**config.mk**
```make
export PLATFORM = sky130hd
export DESIGN_NAME = ps2_rx_mmio
export DESIGN_NICKNAME = d
export VERILOG_FILES = /design/src/rtl/ps2_pkg.sv /design/src/rtl/ps2_rx_fifo.sv /design/src/rtl/ps2_rx_mmio.sv
export SDC_FILE = /design/constraint.sdc
export NUM_CORES = 1
export LEC_CHECK = 0
export CORE_MARGIN = 2
export CORE_UTILIZATION = 63
export DETAILED_ROUTE_END_ITERATION = 16
export DONT_BUFFER_PORTS = 1
export PLACE_DENSITY_LB_ADDON = 0.2
export SYNTH_ARGS = -nofsm -noshare
export SYNTH_HDL_FRONTEND = slang
export SYNTH_SLANG_ARGS = --single-unit
```
**constraint.sdc**
```tcl
create_clock -name clock -period 3 [get_ports clock]
set_input_delay 0.3 -clock clock [delete_from_list [all_inputs] [get_ports clock]]
set_output_delay 0.3 -clock clock [all_outputs]
set_load 0.005 [all_outputs]
```
**src/rtl/ps2_pkg.sv**
```systemverilog
`timescale 1ns/1ps
`default_nettype none
// ============================================================================
// Module : ps2_pkg
// Brief  : Shared types and constants for the PS/2 keyboard receiver:
//          receive FSM states, frame bit levels, special scancodes,
//          status-word bit positions and the I/O address.
// Rev    : 1.0  initial release
// ============================================================================
package ps2_pkg;

   // Receive FSM states
   typedef enum logic [1:0] {
      ST_IDLE   = 2'd0,
      ST_DATA   = 2'd1,
      ST_PARITY = 2'd2,
      ST_STOP   = 2'd3
   } ps2_state_e;

   // Frame framing levels
   localparam logic PS2_START_BIT = 1'b0;
   localparam logic PS2_STOP_BIT  = 1'b1;

   // Special scancodes
   localparam logic [7:0] PS2_BREAK_CODE = 8'hF0;
   localparam logic [7:0] PS2_EXT_CODE   = 8'hE0;

   // Status/data word layout
   localparam int RD_VALID_BIT = 31;
   localparam int RD_OVF_BIT   = 30;
   localparam int RD_FERR_BIT  = 29;

   // Processor I/O address of the read-only scancode word
   localparam logic [31:0] PS2_IO_ADDR = 32'd4099;

   // Odd parity: data bits plus parity bit must contain an odd number of ones
   function automatic logic odd_parity_ok(input logic [7:0] data, input logic par);
      return ^{data, par};
   endfunction

endpackage
`default_nettype wire

```
**src/rtl/ps2_rx_fifo.sv**
```systemverilog
`timescale 1ns/1ps
`default_nettype none
// ============================================================================
// Module : ps2_rx_fifo
// Brief  : Small synchronous scancode FIFO, 8-bit wide. Pointers carry one
//          extra wrap bit so full and empty are distinguishable. A push while
//          full is accepted only when a pop happens in the same cycle; a pop
//          while empty is ignored.
// Rev    : 1.0  initial release
// ============================================================================
module ps2_rx_fifo #(
   parameter int DEPTH = 4
) (
   input  logic       clk,
   input  logic       rst_n,
   input  logic       i_push,
   input  logic       i_pop,
   input  logic [7:0] i_data,
   output logic       o_full,
   output logic       o_empty,
   output logic [7:0] o_head
);

   localparam int AW = $clog2(DEPTH);

   logic [7:0]  r_mem [DEPTH];
   logic [AW:0] r_wptr;
   logic [AW:0] r_rptr;
   logic        w_do_push;
   logic        w_do_pop;

   assign o_empty   = (r_wptr == r_rptr);
   assign o_full    = (r_wptr[AW] != r_rptr[AW]) && (r_wptr[AW-1:0] == r_rptr[AW-1:0]);
   assign w_do_pop  = i_pop && !o_empty;
   // A pop in the same cycle frees the slot the push needs
   assign w_do_push = i_push && (!o_full || w_do_pop);
   assign o_head    = r_mem[r_rptr[AW-1:0]];

   // Storage array: written only, no reset needed
   always_ff @(posedge clk) begin
      if (w_do_push) begin
         r_mem[r_wptr[AW-1:0]] <= i_data;
      end
   end

   // Read/write pointer update
   always_ff @(posedge clk or negedge rst_n) begin
      if (!rst_n) begin
         r_wptr <= '0;
         r_rptr <= '0;
      end else begin
         if (w_do_push) begin
            r_wptr <= r_wptr + (AW+1)'(1);
         end
         if (w_do_pop) begin
            r_rptr <= r_rptr + (AW+1)'(1);
         end
      end
   end

endmodule
`default_nettype wire

```
**src/rtl/ps2_rx_mmio.sv**
```systemverilog
`timescale 1ns/1ps
`default_nettype none
// ============================================================================
// Module : ps2_rx_mmio
// Brief  : Memory-mapped PS/2 keyboard receiver. Synchronises the raw PS/2
//          lines, glitch-filters the clock, deserialises 11-bit frames,
//          checks start/parity/stop and queues good scancodes in a FIFO that
//          the processor drains through a single read-only status/data word.
//          Optional build macro PS2_RX_BREAK_FILTER_EN drops break sequences
//          (F0 xx) so that only make codes reach the FIFO.
// Rev    : 1.0  initial release
// ============================================================================
module ps2_rx_mmio
   import ps2_pkg::*;
#(
   parameter int FIFO_DEPTH     = 4,
   parameter int FILTER_LEN     = 8,
   parameter int TIMEOUT_CYCLES = 50000
) (
   input  logic        clock,
   input  logic        reset,
   input  logic        ps2_clk,
   input  logic        ps2_data,
   input  logic        rd_en,
   output logic [31:0] rd_data
);

   localparam int FW = $clog2(FILTER_LEN + 1);
   localparam int TW = $clog2(TIMEOUT_CYCLES + 1);
   localparam logic [FW-1:0] c_FILT_LAST = FW'(FILTER_LEN - 1);
   localparam logic [TW-1:0] c_TO_LAST   = TW'(TIMEOUT_CYCLES - 1);

   // Synchronisers
   logic          r_clk_s1;
   logic          r_clk_s2;
   logic          r_dat_s1;
   logic          r_dat_s2;

   // Clock filter
   logic          r_filt;
   logic [FW-1:0] r_fcnt;
   logic          r_fall;

   // Receive FSM
   ps2_state_e    r_state;
   logic [2:0]    r_bitcnt;
   logic [7:0]    r_shift;
   logic          r_okpar;
   logic [TW-1:0] r_tocnt;

   // Status flags
   logic          r_overflow;
   logic          r_frame_err;

   // Datapath decode
   logic          w_timeout;
   logic          w_stop_fall;
   logic          w_byte_ok;
   logic          w_err_evt;
   logic          w_push;
   logic          w_drop;
   logic          w_full;
   logic          w_empty;
   logic [7:0]    w_head;

   // Two-flop synchronisers; lines idle high
   always_ff @(posedge clock or negedge reset) begin
      if (!reset) begin
         r_clk_s1 <= 1'b1;
         r_clk_s2 <= 1'b1;
         r_dat_s1 <= 1'b1;
         r_dat_s2 <= 1'b1;
      end else begin
         r_clk_s1 <= ps2_clk;
         r_clk_s2 <= r_clk_s1;
         r_dat_s1 <= ps2_data;
         r_dat_s2 <= r_dat_s1;
      end
   end

   // Clock glitch filter: level follows only after FILTER_LEN differing samples
   always_ff @(posedge clock or negedge reset) begin
      if (!reset) begin
         r_filt <= 1'b1;
         r_fcnt <= '0;
         r_fall <= 1'b0;
      end else if (r_clk_s2 != r_filt) begin
         if (r_fcnt == c_FILT_LAST) begin
            r_filt <= r_clk_s2;
            r_fcnt <= '0;
            r_fall <= ~r_clk_s2;
         end else begin
            r_fcnt <= r_fcnt + FW'(1);
            r_fall <= 1'b0;
         end
      end else begin
         r_fcnt <= '0;
         r_fall <= 1'b0;
      end
   end

   assign w_timeout   = (r_state != ST_IDLE) && !r_fall && (r_tocnt == c_TO_LAST);
   assign w_stop_fall = (r_state == ST_STOP) && r_fall;
   assign w_byte_ok   = w_stop_fall && (r_dat_s2 == PS2_STOP_BIT) && r_okpar;
   assign w_err_evt   = (w_stop_fall && !w_byte_ok) || w_timeout;

   // Frame receive FSM with idle-clock timeout
   always_ff @(posedge clock or negedge reset) begin
      if (!reset) begin
         r_state  <= ST_IDLE;
         r_bitcnt <= '0;
         r_shift  <= '0;
         r_okpar  <= 1'b0;
         r_tocnt  <= '0;
      end else begin
         if (r_state == ST_IDLE || r_fall) begin
            r_tocnt <= '0;
         end else begin
            r_tocnt <= r_tocnt + TW'(1);
         end

         case (r_state)
            ST_IDLE: begin
               if (r_fall && (r_dat_s2 == PS2_START_BIT)) begin
                  r_state  <= ST_DATA;
                  r_bitcnt <= '0;
                  r_shift  <= '0;
               end
            end
            ST_DATA: begin
               if (r_fall) begin
                  r_shift  <= {r_dat_s2, r_shift[7:1]};
                  r_bitcnt <= r_bitcnt + 3'd1;
                  if (r_bitcnt == 3'd7) begin
                     r_state <= ST_PARITY;
                  end
               end
            end
            ST_PARITY: begin
               if (r_fall) begin
                  r_okpar <= odd_parity_ok(r_shift, r_dat_s2);
                  r_state <= ST_STOP;
               end
            end
            ST_STOP: begin
               if (r_fall) begin
                  r_state <= ST_IDLE;
               end
            end
            default: r_state <= ST_IDLE;
         endcase

         // A stalled link abandons the partial byte
         if (w_timeout) begin
            r_state  <= ST_IDLE;
            r_bitcnt <= '0;
            r_shift  <= '0;
         end
      end
   end

`ifdef PS2_RX_BREAK_FILTER_EN
   logic r_brk_pend;
   logic w_is_brk;
   logic w_is_ext;

   assign w_is_brk = (r_shift == PS2_BREAK_CODE);
   assign w_is_ext = (r_shift == PS2_EXT_CODE);
   // F0 itself and the key code following it are swallowed; E0 passes through
   assign w_push   = w_byte_ok && !w_is_brk && !(r_brk_pend && !w_is_ext);

   // Break-pending tracker: armed by F0, consumed by the next non-E0 byte
   always_ff @(posedge clock or negedge reset) begin
      if (!reset) begin
         r_brk_pend <= 1'b0;
      end else if (w_err_evt) begin
         r_brk_pend <= 1'b0;
      end else if (w_byte_ok) begin
         if (w_is_brk) begin
            r_brk_pend <= 1'b1;
         end else if (!w_is_ext) begin
            r_brk_pend <= 1'b0;
         end
      end
   end
`else
   assign w_push = w_byte_ok;
`endif

   ps2_rx_fifo #(
      .DEPTH (FIFO_DEPTH)
   ) u_fifo (
      .clk     (clock),
      .rst_n   (reset),
      .i_push  (w_push),
      .i_pop   (rd_en),
      .i_data  (r_shift),
      .o_full  (w_full),
      .o_empty (w_empty),
      .o_head  (w_head)
   );

   // Full means non-empty, so a concurrent read always makes room
   assign w_drop = w_push && w_full && !rd_en;

   // Sticky status flags: a read clears them, a same-cycle new event wins
   always_ff @(posedge clock or negedge reset) begin
      if (!reset) begin
         r_overflow  <= 1'b0;
         r_frame_err <= 1'b0;
      end else begin
         if (w_drop) begin
            r_overflow <= 1'b1;
         end else if (rd_en) begin
            r_overflow <= 1'b0;
         end
         if (w_err_evt) begin
            r_frame_err <= 1'b1;
         end else if (rd_en) begin
            r_frame_err <= 1'b0;
         end
      end
   end

   // Status/data word assembled from registered state
   always_comb begin
      rd_data               = '0;
      rd_data[RD_VALID_BIT] = !w_empty;
      rd_data[RD_OVF_BIT]   = r_overflow;
      rd_data[RD_FERR_BIT]  = r_frame_err;
      rd_data[7:0]          = w_empty ? 8'h00 : w_head;
   end

endmodule
`default_nettype wire

```
==> results list, run 1 <==
- Critical Path, Cell by Cell: inv_1 > ha_1 > or2_1 > or4_4 > nor3_4 > buf_4 > nor2_1
* Sw power: a little under 0.7 mW
* Crit path kind: reg2reg
* Total power: between 2 and 3 mW
- Number of global-route vias before repair: 1995
- The share of synthesized area in the top cell type comes to 0.288.
- STA classifies the critical path startpoint as a flop.
- The longest clock path from root to sink contains 2 buffers.
* Maximum level of the CTS H-tree: 3
* Most frequent cell after synthesis: sky130_fd_sc_hd__dfrtp_1
- After detailed routing, the average wire length per cell comes to about 15 µm.
- Mean number of vias per cell: between 5 and 6
* Via count: roughly 2100
* Drc violations: 0
* Clock tree from TritonCTS: yes
- The number of gates resized after CTS was 0.
* MaxCap Viol Count: 0
- Switching share of power: 0.268
- The wire-length estimate of the detail-placed layout is between 3000 and 4000 µm.
* Highest Clock Rate: 447 MHz
- Share of synthesized registers carrying an async set or reset: 0.600
* Area enclosed by the die boundary: 6570 µm²
* Portion of total power attributed to sequential cells: 0.510
- Setup repair after global routing left no endpoint under its margin.
- Total detailed-routing wirelength: 5920 µm
- On the critical path, the stage with the largest delay is an instance of sky130_fd_sc_hd__or4_4.
- Global-route usage over all layers: 0.204
* Clock-pin slew of the registers on the worst-case setup and hold paths: approximately 0.08 ns
* Clock insertion delay at the later pin of the skew report: approximately 0.35 ns
* Share of total power in the clock network: 0.350
* Count of flip-flops with a built-in enable after synthesis: 32
- The die is between 80 and 90 µm tall.
* Largest area contributor in the netlist: sky130_fd_sc_hd__dfrtp_1
- Largest net degree at the start of global routing: between 40 and 50
- The analysis attributes to cell leakage a power of approximately 1.7 nW.
* Seq/Total Area, Yosys: 0.580
* Summed negative setup slack over all endpoints: 0 ns
- Area delta synth->final: 6.32%
* Root buffer cell: sky130_fd_sc_hd__clkbuf_8
- Crit-path max cell delay: approximately 0.49 ns
- The cell count after synthesis came out at ~300.
- Once the clock tree was built, the setup fixing pass inserted 0 buffers.
* Starting DRC count in detailed routing: 106
* Share of power burned in combinational logic: 0.140
- Final Wtd Congestion: about 0.8
- The number of antenna violations at the first check in global routing came to 0.
- Worst Path Arrival: about 2.5 ns
- Cell internal power was estimated by the tool at roughly 1.8 mW.
- Final period util: 0.745
- Warnings from Yosys: 0
* Crit path max fanout: 9
- Core outline area: between 5000 and 6000 µm²
- Post-Place Cells: around 360
- After synthesis the cells add up to between 3000 and 4000 µm².
* Avg Inst Size Synth: 12.5 µm²
* Placed cell areas: roughly 3700 µm²
- Global routing finished with a remaining overflow of 0.
- Between clock sinks in the finished design, the worst skew comes to roughly 0.0061 ns.
* Sinks on Clock Net: 80
- Most common flop cell mapped by yosys: sky130_fd_sc_hd__dfrtp_1
- Hold violation count in the final report: 0
* Final critical delay including setup and external delays: between 2 and 2.5 ns
- Worst setup EP type: flop
- By area the synthesized netlist is led by sky130_fd_sc_hd__dfrtp_1 (29%), sky130_fd_sc_hd__edfxtp_1 (26%), sky130_fd_sc_hd__buf_4 (4.8%).
- Data required time of the worst path: between 3 and 4 ns
* Total of flip-flops plus latches after synthesis: 80
- The finished cells cover ~4000 µm².
- Max_slew headroom: 0.576
* Wire length of the first global-routing pass: slightly below 10000 µm
* IO Count: 37
- Buffers placed on the I/O ports in this run total 0.
- The synthesized netlist contains 42 unique library cells.
- Total number of placement rows: 28
* Fraction of final layout cells sized beyond drive strength 1: 0.120
- Measured slew at the worst slew-check pin: roughly 0.63 ns
- Inserted Clock Buffers: 9
- The count of final max-slew check failures is 0.
- The first detailed-routing pass ran for 4 iterations.
- Status: finished clean
- 0 antenna diodes ended up in the layout.
- The initial utilization of the core area, before any placement, comes to 0.643.
- IR analysis of the VDD net gives a maximum drop of between 0.4 and 0.5 mV.
* Final net count: 321
- Utilization after layout: 0.684
- The worst hold path belongs to the class in2reg.
- The detail route stage leaves a number of antenna-violating nets equal to 0.
- Counting instances in the post-synthesis netlist gives the leading cell types as sky130_fd_sc_hd__dfrtp_1 (43), sky130_fd_sc_hd__edfxtp_1 (32), sky130_fd_sc_hd__nor2_1 (27).
- Setup violations remaining at the end of the flow were counted as 0.
- Measured along the x axis, the die boundary spans between 80 and 90 µm.
* Number of standard cells in the layout, taps in and fillers out: around 380
- Dividing total power by cell area gives a power density of approximately 630 nW/µm².
sequential cells by signal (all words and copies together), names as in the netlist, 2 cells and up:
name,flops
u_fifo.r_wptr,3
r_fcnt,4
r_bitcnt,3
r_tocnt,16
u_fifo.r_mem,32
u_fifo.r_rptr,3
r_state,2
r_shift,8
logic make-up (layout without fill, tap and decap cells):
group / after synthesis / in the layout / synth area share
simple gates: 87 / 87 / 0.121
flops: 80 / 80 / 0.580
buf+inv: 44 / 34 / 0.0749
compound gates: 34 / 34 / 0.0565
xor+xnor: 27 / 27 / 0.0632
fa+ha+maj: 13 / 13 / 0.0435
mux: 12 / 12 / 0.0596
other cells: 1 / 21 / 0.00100
what timing repair did:
item,4_1_cts,5_1_grt
endpoints found under the hold margin,50,0
hold buffers,4,0
endpoints found under the setup margin,0,0
metrics by stage:
stage,hold WS [ns],setup slack [ns]
2_1_floorplan,0.00441,0.851
3_3_place_gp,0.00577,0.800
3_5_place_dp,0.00560,0.759
4_1_cts,0.130,0.738
5_1_grt,0.137,0.610
6_report,0.144,0.765
cell usage in the layout (no fill, tap or decap), types with 9 or more instances in the layout:
cell type,n
sky130_fd_sc_hd__nand2_1,12
sky130_fd_sc_hd__dfrtp_1,43
sky130_fd_sc_hd__clkbuf_8,9
sky130_fd_sc_hd__conb_1,21
sky130_fd_sc_hd__nor2_1,27
sky130_fd_sc_hd__inv_1,11
sky130_fd_sc_hd__and2_1,13
sky130_fd_sc_hd__a22oi_1,9
sky130_fd_sc_hd__edfxtp_1,32
sky130_fd_sc_hd__o21ai_0,9
sky130_fd_sc_hd__xnor2_1,19
sky130_fd_sc_hd__ha_1,13
worst max-delay path: cells and delay by family (launching register included):
kind / cells / cell delay, ns
buffers and inverters: 2 / 0.30
AND/OR/NAND/NOR: 4 / 1.15
flip-flops: 1 / 0.38
adder cells (fa/ha/maj): 1 / 0.29
final cells by class:
type                       instances  area, µm²
multi-input combinational        194       1370
clock buffer                       9        124
inverter                          11       41.3
timing repair buffer               7       80.1
sequential                        80       2170
clock inverter                     7        103
tap                               75       93.8
fill                             431       1840
path summary, 6_finish.rpt:
check                           start                to  slack [ns]  depth (start not counted)
setup / recovery           r_state[0]        r_shift[6]        0.77                          7
setup reg to reg           r_state[0]        r_shift[6]        0.77                          7
max in group asynchronous       reset          r_dat_s2        2.27                          2
min in group asynchronous       reset  u_fifo.r_rptr[0]        0.44                          2
hold reg to reg              r_dat_s1          r_dat_s2        0.37                          0
hold / removal                  rd_en  u_fifo.r_rptr[2]        0.14                          2
power groups by stage:
stage	clock, mW	combinational, mW	sequential [mW]
6_report	0.882	0.353	1.29
5_1_grt	0.946	0.397	1.30
4_1_cts	0.896	0.357	1.29
3_5_place_dp	0	0.335	1.31
3_3_place_gp	0	0.326	1.30
2_1_floorplan	0	0.309	1.29
layer usage:
layer  GRT usage  vias up  wire [µm]
met1       0.261     1033       2590
met4      0.0881        0        118
li1            -     1014          -
met3      0.0622       11        221
met5           0        -          0
met2       0.326       55       2990
Power figures use the tool's default switching activity.
==> inputs of run 2 (changes only) <==
==> constraint.sdc (replaced) <==
create_clock -name clock -period 2.2 [get_ports clock]
set_input_delay 0.22 -clock clock [delete_from_list [all_inputs] [get_ports clock]]
set_output_delay 0.22 -clock clock [all_outputs]
set_load 0.005 [all_outputs]
==> run 2 against run 1 <==
Against the previous run: first-iteration DRC count increased by 24%; core utilization increased by 0.80 points; combinational power increased by 43%; sequential share of layout area decreased by 0.63 points; count of clock-buffer cells in the layout unchanged; die area unchanged; register-to-register slack got worse by 0.60 ns; critical endpoint is now r_shift[3]; global-route usage about the same; power increased by 37%; sequential power increased by 36%; critical path depth unchanged; flip-flop and latch count unchanged.
==> results list, run 2 (same netlist as run 1, synthesis figures left out) <==
- Worst hold path stage count: 2
* CTS resizes: 0
- The path class of the tightest hold or removal check is in2reg.
* Number of inserted diodes: 0
- Core outline area: roughly 5800 µm²
- Final ANT Viol Nets: 0
* Final period util: 0.927
- Largest net degree at the start of global routing: 49
- In the final layout, flip-flops and latches occupy around 2200 µm².
- Internal power contribution: 2.53 mW
* Worst reg2reg setup slack: roughly 0.16 ns
* Unrepaired setup endpoints after global routing: false
- Leakage power total: around 1.7 nW
- Count of input and output buffers: 0
- Antenna violations before repair: 0
- The share of total power dissipated in sequential elements is 0.509.
* Commonest non-fill, non-tap cells in the layout: sky130_fd_sc_hd__dfrtp_1 (43), sky130_fd_sc_hd__edfxtp_1 (32), sky130_fd_sc_hd__nor2_1 (27)
- Total number of placement rows: 28
- Number of flip-flops under the largest register name: 32
- Placed cell areas: between 3000 and 4000 µm²
- In this run the critical register-to-register path is launched from r_state[1].
* Total detailed-routing wirelength: ~6000 µm
- Starting DRC count in detailed routing: 131
- The number of cells on the worst reg-to-reg path is 7.
- Via count: approximately 2100
- Once layout is complete, the cells apart from fillers number 389.
- After detailed routing, the number of vias per cell comes to approximately 5.5.
* Cell area after layout: roughly 4000 µm²
- TritonCTS built the clock tree.
- Fillers: 411
- Relative to the synthesized area, the layout overhead comes to 7.56%.
- For this design the top-level I/O count stands at 37.
* Clock insertion delay at the later pin of the skew report: around 0.34 ns
- Measured along the y axis, the die boundary spans between 80 and 90 µm.
- The cell sitting at the root of the clock tree is a sky130_fd_sc_hd__clkbuf_8.
- DIE WIDTH: ~80 µm
- For the final database, setup skew stands at slightly above 0.007 ns.
* Hold violation count in the final report: 0
* Clock-pin slew of the registers on the worst-case setup and hold paths: around 0.08 ns
- The HPWL after detailed placement is 4030 µm.
- Area enclosed by the die boundary: 6570 µm²
* Number of global-route vias before repair: slightly above 2000
- Timing analysis after detailed placement gives a worst setup slack of approximately 0.12 ns.
- Routability-driven placement finished with a final weighted congestion of about 0.8.
* Post-Place Cells: between 300 and 400
* Maximum level of the CTS H-tree: 3
- Of the total power, the share spent switching nets is 0.268.
- CTS max path bufs: 2
- Starting Density: 0.643
* Drc violations: 0
- Crit path max fanout: 7
- Crit path setup slack, layout: between 0.15 and 0.2 ns
* Crit path kind: reg2reg
- Inserted Clock Buffers: 9
- The share of total power dissipated in the clock network is 0.345.
- Pins Over Slew Limit: 0
* Worst voltage drop across the vdd grid: 0.692 mV
- Before antenna repair, the detailed router went through 4 iterations.
- For the worst setup path, the data required time is between 2 and 2.5 ns.
* Sinks on Clock Net: 80
- Most common cell after layout, fill and taps aside: sky130_fd_sc_hd__dfrtp_1
- STA puts the critical path data arrival time at 2.27 ns.
* Endpoints failing setup: 0
- Global-route usage over all layers: 0.205
- Measured slew at the worst slew-check pin: ~0.62 ns
* Final critical delay including setup and external delays: a little over 2 ns
- Kind of start point of the critical path: flop
- Fraction of final layout cells sized beyond drive strength 1: 0.137
- Final net count: 327
- MaxCap Viol Count: 0
- The share of total power dissipated in combinational logic is 0.146.
- In this run the tightest slew margin relative to its limit is 0.583.
- Power density over the cells: about 860 nW/µm²
- Static timing analysis puts the maximum clock frequency at between 400 and 500 MHz.
- The flow ran to the end, and the final reports show no timing, DRC or antenna violations.
- In the final routed layout, each cell accounts on average for ~16 µm.
- The worst hold path begins at rd_en.
* Utilization after layout: 0.692
- Overall overflow remaining after global route: 0
- In this run the critical register-to-register path is captured at r_shift[3].
- Area of combinational cells with multiple inputs: approximately 1400 µm²
- Worst Hold Endpoint: u_fifo.r_rptr[0]
* Summed negative setup slack over all endpoints: 0 ns
- Worst setup EP type: flop
- Summed over all nets, the switching power comes to just over 0.9 mW.
- The first global-routing pass estimated approximately 9800 µm of wire.
run 2: cell types whose count changed in the layout (fill, tap and decap cells not counted):
cell	change
sky130_fd_sc_hd__buf_4	+6
sky130_fd_sc_hd__clkinv_4	-1
sky130_fd_sc_hd__clkinvlp_4	+1
sky130_fd_sc_hd__inv_6	-1
sky130_fd_sc_hd__inv_8	+1
run 2: worst max path at each step:
| stage | slack (ns) | to | cells after the start | from |
|---|---|---|---|---|
| floorplan | 0.05 | r_shift[7] | 9 | r_state[0] |
| global placement | 0.18 | r_shift[6] | 7 | r_state[0] |
| detailed placement | 0.12 | r_shift[1] | 7 | r_state[1] |
| CTS | 0.1 | r_shift[6] | 7 | r_state[1] |
| global route | 0.03 | r_shift[6] | 7 | r_state[1] |
| finish | 0.16 | r_shift[3] | 7 | r_state[1] |
run 2: critical path, cell delays in order (launching register included):
cell                      delay, ns
sky130_fd_sc_hd__dfrtp_1       0.41
sky130_fd_sc_hd__inv_1         0.09
sky130_fd_sc_hd__ha_1          0.20
sky130_fd_sc_hd__or2_1         0.22
sky130_fd_sc_hd__or4_4         0.49
sky130_fd_sc_hd__nor3_4        0.25
sky130_fd_sc_hd__buf_4         0.21
sky130_fd_sc_hd__nor2_1        0.05
run 2: through the flow:
stage	power [mW]	hold slack (ns)
after detailed placement	2.26	-0.0748
after floorplan	2.18	-0.0756
after CTS	3.49	0.0365
after global routing	3.64	0.0563
after global placement	2.24	-0.0744
final	3.45	0.0618
run 2: power groups by stage:
| stage | sequential [mW] | combinational [mW] | clock [mW] |
|---|---|---|---|
| after detailed placement | 1.79 | 0.472 | 0 |
| after floorplan | 1.76 | 0.421 | 0 |
| after global routing | 1.77 | 0.588 | 1.27 |
| after global placement | 1.78 | 0.459 | 0 |
| after CTS | 1.76 | 0.507 | 1.22 |
| final | 1.76 | 0.504 | 1.19 |
run 2: repair_timing:
item,CTS,global route
hold endpoints to repair,50,0
buffers inserted,0,0
hold buffers,4,0
setup endpoints to repair,0,8
run 2: metal layers:
| metal | global-route usage | routed length, µm | vias to the layer above |
|---|---|---|---|
| met4 | 0.0915 | 114 | 0 |
| met2 | 0.339 | 3150 | 45 |
| met1 | 0.255 | 2590 | 1058 |
| met3 | 0.0533 | 194 | 10 |
| met5 | 0 | 0 | - |
| li1 | - | - | 1024 |
run 2: final cells by class:
class | count | area share
flip-flops and latches | 80 | 0.539
clock buffers | 9 | 0.0308
inverters | 11 | 0.0103
clock inverters | 7 | 0.0258
well taps | 75 | 0.0233
multi-input cells | 194 | 0.340
repair buffers | 13 | 0.0311
==> inputs of run 3 (changes only) <==
--- a/config.mk
+++ b/config.mk
@@ -9,6 +9,7 @@
 export CORE_UTILIZATION = 63
 export DETAILED_ROUTE_END_ITERATION = 16
 export DONT_BUFFER_PORTS = 1
+export HOLD_SLACK_MARGIN = 0.1
 export PLACE_DENSITY_LB_ADDON = 0.2
 export SYNTH_ARGS = -nofsm -noshare
 export SYNTH_HDL_FRONTEND = slang
==> run 3 against run 2 <==
Against the previous run: sequential share of layout area down 0.13 points; non-clock buffer count is 1 higher; worst hold slack improved by 0.30 ns; sequential power hardly changed; power about the same; critical endpoint unchanged; largest cell class unchanged; highest routed layer unchanged.
==> results list, run 3 (same netlist as run 1, synthesis figures left out) <==
* Hold violation count in the final report: 0
* Drc violations: 0
- Min-delay worst type: reg2reg
- Final net count: between 300 and 400
* Area enclosed by the die boundary: roughly 6600 µm²
- At the end of the flow the core is filled with cells to 0.693.
- The total overflow left after global routing is 0.
* Maximum level of the CTS H-tree: 3
- At the end of routability-driven placement, the weighted congestion stood at 0.786.
* Smallest hold slack: roughly 0.36 ns
- At the worst endpoint, the required time is 2.43 ns.
- The smallest clock period supported by the final layout is computed as 2.04 ns.
* Final period util: 0.926
- Antenna violations before repair: 0
* Worst Path Arrival: around 2.3 ns
* Crit path max fanout: 7
- CTS max path bufs: 2
- Placed cell areas: roughly 3700 µm²
* Starting DRC count in detailed routing: 141
* Post-Place Cells: between 300 and 400
- The worst setup path is captured at a flop.
- In this run the count of I/O pins placed on the die edge is 37.
- Number of flip-flops under the largest register name: 32
* Global-route usage over all layers: 0.205
* Worst voltage drop across the vdd grid: about 0.69 mV
- In the layout the commonest cells are sky130_fd_sc_hd__dfrtp_1 (43), sky130_fd_sc_hd__edfxtp_1 (32), sky130_fd_sc_hd__nor2_1 (27).
- After detailed routing, the average wire length per cell comes to 15.5 µm.
* Pins Over Slew Limit: 0
- Area delta synth->final: 7.83%
- After detailed routing, the number of vias per cell comes to about 5.5.
- Leakage power total: 1.75 nW
- In this run the horizontal extent of the chip is about 81 µm.
- The final layout contains routed wiring with a total length of approximately 6000 µm.
* Max_slew headroom: 0.580
- Status: finished clean
- The wire-length estimate of the detail-placed layout is 4030 µm.
- Clock tree synthesis found a total of 80 sinks.
- After detailed routing, the met3 layer carries 210 µm of wire.
- Measured slew at the worst slew-check pin: 0.625 ns
* Post-route met1 wirelength: about 2600 µm
- Setup violations remaining at the end of the flow were counted as 0.
* Number of global-route vias before repair: 2019
* Final ANT Viol Nets: 0
- After clock tree synthesis, the clock-pin slew on the worst setup and hold paths is ~0.08 ns.
- Wire length of the first global-routing pass: 9780 µm
* Most common cell after layout, fill and taps aside: sky130_fd_sc_hd__dfrtp_1
- MaxCap Viol Count: 0
- Clock insertion delay at the later pin of the skew report: roughly 0.34 ns
* Highest Clock Rate: ~490 MHz
* Summed negative setup slack over all endpoints: 0 ns
* Worst-case clock skew: roughly 0.0075 ns
- STA classifies the critical path startpoint as a flop.
- Chip height: between 80 and 90 µm
* Topmost layer with routed signal wires: met4
- The repair_antennas step left the layout with diodes totalling 0.
- Largest net degree at the start of global routing: 49
* Total number of placement rows: 28
- CTS placed an instance of sky130_fd_sc_hd__clkbuf_8 at the clock tree root.
* Clock tree from TritonCTS: yes
- For this design the ratio of total power to cell area is about 860 nW/µm².
- Port buffering added 0 buffers.
- Fraction of final layout cells sized beyond drive strength 1: 0.137
* Inserted Clock Buffers: 9
- Cell area after layout: 4030 µm²
- Setup repair after global routing left no endpoint under its margin.
- Starting Density: 0.643
- In the detailed route, the total length drawn on met2 is around 3100 µm.
- Via count: between 2000 and 2500
- Number of setup buffers added after CTS: 0
- Core outline area: about 5800 µm²
* Crit path kind: reg2reg
- The first detailed-routing pass ran for 4 iterations.
- Number of standard cells in the layout, taps in and fillers out: 390
## run 3: changes by cell type in the layout (fill, tap and decap cells not counted), sizes merged
cell	change
dlygate4sd3	+1
## run 3: final timing paths
| check | depth (start not counted) | slack (ns) | from | to |
|---|---|---|---|---|
| worst max-delay path | 7 | 0.16 | r_state[1] | r_shift[3] |
| worst min-delay path | 0 | 0.36 | r_clk_s1 | r_clk_s2 |
| worst max register to register | 7 | 0.16 | r_state[1] | r_shift[3] |
| worst min register to register | 0 | 0.36 | r_clk_s1 | r_clk_s2 |
| max in group asynchronous | 2 | 1.53 | reset | r_filt |
| min in group asynchronous | 2 | 0.40 | reset | r_shift[5] |
## run 3: layer usage
metal,up-vias,track usage
li1,1027,-
met1,1066,0.255
met2,45,0.339
met3,8,0.0522
met4,0,0.0915
met5,-,0
## run 3: per-stage QoR
step	total power, mW	worst slack, ns
3_3_place_gp	2.24	0.179
6_report	3.45	0.163
4_1_cts	3.49	0.0979
2_1_floorplan	2.18	0.0514
3_5_place_dp	2.26	0.118
5_1_grt	3.64	0.0328
## run 3: area by class of cell
type / instances / area, µm²
flip-flops and latches: 80 / 2170
fillers: 412 / 1780
multi-input cells: 194 / 1370
repair buffers: 14 / 135
clock buffers: 9 / 124
clock inverters: 7 / 104
well taps: 75 / 93.8
inverters: 11 / 41.3
## run 3: critical path, stage by stage, from the launching register on
cell                      delay, ns
sky130_fd_sc_hd__dfrtp_1       0.41
sky130_fd_sc_hd__inv_1         0.09
sky130_fd_sc_hd__ha_1          0.20
sky130_fd_sc_hd__or2_1         0.22
sky130_fd_sc_hd__or4_4         0.49
sky130_fd_sc_hd__nor3_4        0.25
sky130_fd_sc_hd__buf_4         0.21
sky130_fd_sc_hd__nor2_1        0.05
## run 3: power by group
| group | switching, mW | leakage, nW | internal (mW) |
|---|---|---|---|
| clock network | 0.536 | 0.108 | 0.652 |
| logic | 0.293 | 0.667 | 0.214 |
| registers | 0.0953 | 0.971 | 1.66 |
## run 3: what timing repair did
action                     in CTS  in global routing
gates resized for setup         0                  0
hold endpoints to repair       53                  0
setup endpoints to repair       0                  8
hold buffers                    5                  0
